**src/rtl/bus_txn_pkg.sv**
```systemverilog
// Shared types and constants for the bus transaction scheduler.
// State codes are visible on the debug port, so their encodings are fixed.
package bus_txn_pkg;
    localparam int DATA_W  = 8;
    localparam int STATE_W = 3;
    localparam int MAX_REQ = 8;
    localparam int IDX_W   = 3;

    typedef enum logic [STATE_W-1:0] {
        ST_IDLE     = 3'd0,
        ST_READ     = 3'd1,
        ST_THINK    = 3'd2,
        ST_SEND     = 3'd3,
        ST_WAIT     = 3'd4,
        ST_GET_ACK  = 3'd5,
        ST_WAIT_BUS = 3'd6
    } state_t;

    function automatic logic [IDX_W-1:0] oh2idx(input logic [MAX_REQ-1:0] oh);
        logic [IDX_W-1:0] idx;
        idx = '0;
        for (int i = 0; i < MAX_REQ; i++)
            if (oh[i]) idx = i[IDX_W-1:0];
        return idx;
    endfunction
endpackage

```
**src/rtl/rr_arbiter.sv**
```systemverilog
// Combinational round-robin pick: the first set request at or after ptr wins.
// The request vector is rotated so ptr lands at bit 0, the lowest set bit is isolated, then rotated back.
module rr_arbiter
    import bus_txn_pkg::*;
#(
    parameter int NUM_REQ = 4
) (
    input  logic [NUM_REQ-1:0] req,
    input  logic [IDX_W-1:0]   ptr,
    output logic [NUM_REQ-1:0] winner
);
    logic [NUM_REQ-1:0] rot;
    logic [NUM_REQ-1:0] pick;

    always_comb begin
        rot    = NUM_REQ'({req, req} >> ptr);
        pick   = rot & (~rot + 1'b1);
        winner = NUM_REQ'(({pick, pick} << ptr) >> NUM_REQ);
    end
endmodule

```
**src/rtl/bus_txn_sched.sv**
```systemverilog
// Bus transaction scheduler: arbitrates requesters, then runs one
// bus read / think / send / ack sequence on behalf of the winner.
module bus_txn_sched
    import bus_txn_pkg::*;
#(
    parameter int NUM_REQ      = 4,
    parameter int THINK_CYCLES = 2,
    parameter int ACK_TIMEOUT  = 15
) (
    input  logic               clk,
    input  logic               reset_L,
    input  logic [NUM_REQ-1:0] req,
    output logic [NUM_REQ-1:0] grant,
    output logic               bus_req,
    input  logic               bus_gnt,
    output logic               rd_en,
    input  logic               rd_valid,
    input  logic [DATA_W-1:0]  rd_data,
    output logic               tx_valid,
    output logic [DATA_W-1:0]  tx_data,
    input  logic               tx_ready,
    input  logic               ack,
    output logic [NUM_REQ-1:0] done,
    output logic               err,
    output logic [STATE_W-1:0] state
);
    state_t              cur_st, nxt_st;
    logic [IDX_W-1:0]    ptr, win_idx;
    logic [NUM_REQ-1:0]  winner;
    logic [DATA_W-1:0]   data_q;
    logic [7:0]          cnt;
    logic                rd_seen;
    logic                think_done, ack_expired;

    rr_arbiter #(.NUM_REQ(NUM_REQ)) u_arb (
        .req    (req),
        .ptr    (ptr),
        .winner (winner)
    );

    // cnt restarts at 0 on every state change, so it is the dwell time in the current state
    assign think_done  = (cnt == 8'(THINK_CYCLES - 1));
    assign ack_expired = (cnt == 8'(ACK_TIMEOUT));

    always_ff @(posedge clk) begin
        if (!reset_L) begin
            cur_st  <= ST_IDLE;
            ptr     <= '0;
            win_idx <= '0;
            grant   <= '0;
            data_q  <= '0;
            cnt     <= '0;
            rd_seen <= 1'b0;
            done    <= '0;
            err     <= 1'b0;
        end else begin
            cur_st  <= nxt_st;
            cnt     <= (nxt_st != cur_st) ? 8'd0 : cnt + 8'd1;
            rd_seen <= (cur_st == ST_READ);
            done    <= '0;
            err     <= 1'b0;
            if (cur_st == ST_IDLE && |req) begin
                grant   <= winner;
                win_idx <= oh2idx(MAX_REQ'(winner));
            end
            if (cur_st == ST_READ && rd_valid)
                data_q <= rd_data;
            // ack takes precedence when it lands on the timeout cycle
            if (cur_st == ST_GET_ACK && (ack || ack_expired)) begin
                grant <= '0;
                ptr   <= (win_idx == IDX_W'(NUM_REQ - 1)) ? '0 : win_idx + 1'b1;
                if (ack) done <= grant;
                else     err  <= 1'b1;
            end
        end
    end

    always_comb begin
        nxt_st = cur_st;
        unique case (cur_st)
            ST_IDLE:     if (|req)                 nxt_st = ST_WAIT_BUS;
            ST_WAIT_BUS: if (bus_gnt)              nxt_st = ST_READ;
            ST_READ:     if (rd_valid)             nxt_st = ST_THINK;
            ST_THINK:    if (think_done)           nxt_st = ST_SEND;
            ST_SEND:     if (tx_ready)             nxt_st = ST_WAIT;
            ST_WAIT:                               nxt_st = ST_GET_ACK;
            ST_GET_ACK:  if (ack || ack_expired)   nxt_st = ST_IDLE;
            default:                               nxt_st = ST_IDLE;
        endcase
    end

    always_comb begin
        bus_req  = (cur_st != ST_IDLE);
        rd_en    = (cur_st == ST_READ) && !rd_seen;
        tx_valid = (cur_st == ST_SEND);
        tx_data  = tx_valid ? data_q : '0;
        state    = cur_st;
    end
endmodule

```
**config.mk**
```make
export PLATFORM = sky130hd
export DESIGN_NAME = bus_txn_sched
export DESIGN_NICKNAME = d
export VERILOG_FILES = /design/src/rtl/bus_txn_pkg.sv /design/src/rtl/rr_arbiter.sv /design/src/rtl/bus_txn_sched.sv
export SDC_FILE = /design/constraint.sdc
export NUM_CORES = 1
export LEC_CHECK = 0
export CAP_MARGIN = 25
export CORE_UTILIZATION = 45
export DETAILED_ROUTE_END_ITERATION = 10
export DONT_BUFFER_PORTS = 1
export HOLD_SLACK_MARGIN = 0.12
export PLACE_DENSITY = 0.71
export SLEW_MARGIN = 20
export SYNTH_ARGS = -nofsm -noshare
export SYNTH_HDL_FRONTEND = slang
export SYNTH_SLANG_ARGS = --single-unit
```
**constraint.sdc**
```tcl
create_clock -name clk -period 3.5 [get_ports clk]
set_input_delay 0.525 -clock clk [delete_from_list [all_inputs] [get_ports clk]]
set_output_delay 0.525 -clock clk [all_outputs]
set_load 0.02 [all_outputs]
```
==> metrics.md <==
| Metric | Value |
|---|---|
| Status | complete, no violations |
| Final wirelength | 3.33 mm |
| Post-synthesis cell type count | 47 |
| RSZ-0062 raised after global routing | false |
| Data required, critical path | 2.97 ns |
| Share of layout cells above drive strength 1 | 13.4% |
| Worst EP arrival | 1.99 ns |
| Clock transition at the registers of the reported paths | 0.07 ns |
| Total GRT Usage | between 15 and 20% |
| Die Span X | approximately 63 µm |
| Net count after synthesis | 209 |
| Initial Utilization | 48.9% |
| Synth warnings | 0 |
| PwrDens | about 600 nW/µm² |
| Area of the multi-input gates | around 970 µm² |
| Worst Hold Depth | 1 |
| Maximum buffer depth of the clock tree | 2 |
| Clock buffer count from CTS | 5 |
| Hold buffer count at CTS | 0 |
| Synth area leader | dfxtp_1 |
| LEAKAGE | 0.733 nW |
| Setup Skew | 0.00521 ns |
| Routed length per instance | 14.3 µm |
| CTS tree | done |
| Ports | just over 40 |
| Worst Reg2Reg Path Length in Cells | 4 |
| Largest net degree at the start of global routing | 21 |
| Filler instances | 328 |
| Worst-Margin Slew | 0.759 ns |
| Critical path class | reg2out |
| Top cell type's share of synthesized area | a little under 40% |
| Nets@finish | roughly 210 |
| Largest cells by area after synthesis | dfxtp_1, mux2i_1, nor2_1, and3_1, a21oi_1 |
| Hold WS | 0.319 ns |
| R2R Path Start | state[0]$_SDFF_PN0_ |
| Worst-Skew Late Latency | approximately 0.28 ns |
| Clock root buffer | clkbuf_8 |
| Most used DFF post-synth | dfxtp_1 |
| Crit Reg-Reg Endpoint | cnt[7]$_SDFF_PP0_ |
| FMAX | 397 MHz |
| Crit path from | state[0]$_SDFF_PN0_ |
| Final Max Slew Viols | 0 |
| Max Cap Violations | 0 |
| Vias post-DR | roughly 1300 |
| Worst vdd ir | between 0.3 and 0.4 mV |
| Antenna violations before repair | 0 |
| DR top layer | met4 |
| Setup_tns | 0 ns |
| Mean Syn Cell Area | 9.02 µm² |
| Post-CTS setup buffer count | 0 |
| Sequential cell area | 661 µm² |
| Worst min-delay path class | in2reg |
| Post-CTS sizing | 0 |
| Core Region | 3470 µm² |
| Yosys reg bits | 33 |
| Number of global-route vias before repair | about 1400 |
| Final setup vio count | 0 |
| R2R Setup Slk | 1.30 ns |
| Critical path capture point type | output pin |
| Synth top cells by count | dfxtp_1, nor2_1, nand2_1 |
| Clock Sink Count | 33 |
| DR pass1 iterations | 4 |
| Ys async rst share | 0% |
| Vias per cell | 5.58 |
| Worst Setup EP | tx_data[1] |
| Antenna Nets Post-Route | 0 |
| Global-route wire length before repair | 5.78 mm |
| Chip height | between 60 and 70 µm |
| DIE AREA | 4020 µm² |
| Drt first-iter violations | 69 |
| Metal3 WL | about 210 µm |
| Slew headroom | just under 50% |
| IO Port Bufs | 0 |
| Fin. Hold Viols | 0 |
| Diode count | 0 |
| Met2 routed WL | about 1.6 mm |
| Most common cell in the netlist | dfxtp_1 |
| # H-tree levels | 2 |
| Met1 WL | 1.52 mm |
| CP Launch Type | flop |
| Cell area after synthesis | between 1500 and 2000 µm² |
| Synth Instances | 188 |
| Layout area overhead | 8.55% |
| EDFF count, synth | 0 |
| Final Cycle Share | 71.9% |
| GPL Wtd Cong | 0.847 |
| Crit path time final | approximately 2.5 ns |
| Rows | 21 |
| Crit path max fanout | 16 |
| Detail Placement HPWL | about 2.4 mm |
| Register area share after synthesis | 38.9% |
| # DRC | 0 |
| Overflow after GRT | 0 |
## final cells by class
type	count	share of cell area, %
clock buffer	5	3.74
clock inverter	3	3.74
tap	46	3.12
inverter	5	1.02
multi-input combinational	141	52.5
sequential	33	35.9
## stage by stage
step	worst slack (ns)	cells	utilization, %	instance area [µm²]	power, mW
2_1_floorplan	1.51	188	-	1700	0.659
3_3_place_gp	1.42	225	49.1	1700	0.672
3_5_place_dp	1.31	225	49.1	1700	0.682
4_1_cts	0.990	233	53.1	1840	1.12
5_1_grt	0.894	233	53.1	1840	1.17
6_report	0.984	233	53.1	1840	1.11
## worst min-delay path by stage
stage,slack [ns],startpoint,to
6_report,0.32,ack,err$_SDFF_PN0_
5_1_grt,0.31,ack,err$_SDFF_PN0_
4_1_cts,0.31,ack,err$_SDFF_PN0_
3_5_place_dp,0.48,data_q[2]$_SDFFE_PN0P_,data_q[2]$_SDFFE_PN0P_
3_3_place_gp,0.47,data_q[2]$_SDFFE_PN0P_,data_q[2]$_SDFFE_PN0P_
2_1_floorplan,0.45,data_q[0]$_SDFFE_PN0P_,data_q[0]$_SDFFE_PN0P_
## report_power, final
group          switching (mW)  internal, mW  leakage, nW
combinational           0.116        0.0903        0.396
sequential             0.0640         0.403        0.268
clock                   0.146         0.287       0.0687
total                   0.326         0.780        0.733
## routing by layer
| metal | vias up | global-route usage [%] |
|---|---|---|
| met5 | - | 0 |
| met4 | 0 | 7.39 |
| met3 | 4 | 7.07 |
| met2 | 40 | 30.5 |
| met1 | 613 | 21.0 |
| li1 | 644 | - |
## registers in the layout, summed over array words and instances (netlist names)
signal / cells
state: 3
err: 1
win_idx: 2
grant: 4
data_q: 8
rd_seen: 1
ptr: 2
cnt: 8
done: 4
## layout by cell type, fill, tap and decap left out, types with 4 or more instances in the layout
cell type / n
dfxtp_1: 33
nor2_1: 22
nand2_1: 15
a21oi_1: 13
and3_1: 11
and2_1: 10
mux2i_1: 10
o21ai_0: 6
nand2b_1: 6
inv_1: 5
clkbuf_8: 5
nand3_1: 4
## worst max-delay path: stages, from the launching register on
cell and delay [ns]:
dfxtp_1 0.71, nor2b_1 0.61, and3_1 0.39
## logic make-up (layout without fill, tap and decap cells)
group,Yosys count,after routing,share of synthesized area (%)
compound gates,35,35,15.5
xor+xnor,6,6,3.10
fa+ha+maj,3,3,2.21
buf+inv,14,13,4.06
flops,33,33,38.9
mux,10,10,5.90
simple gates,87,87,30.3
Power figures use the tool's default switching activity.
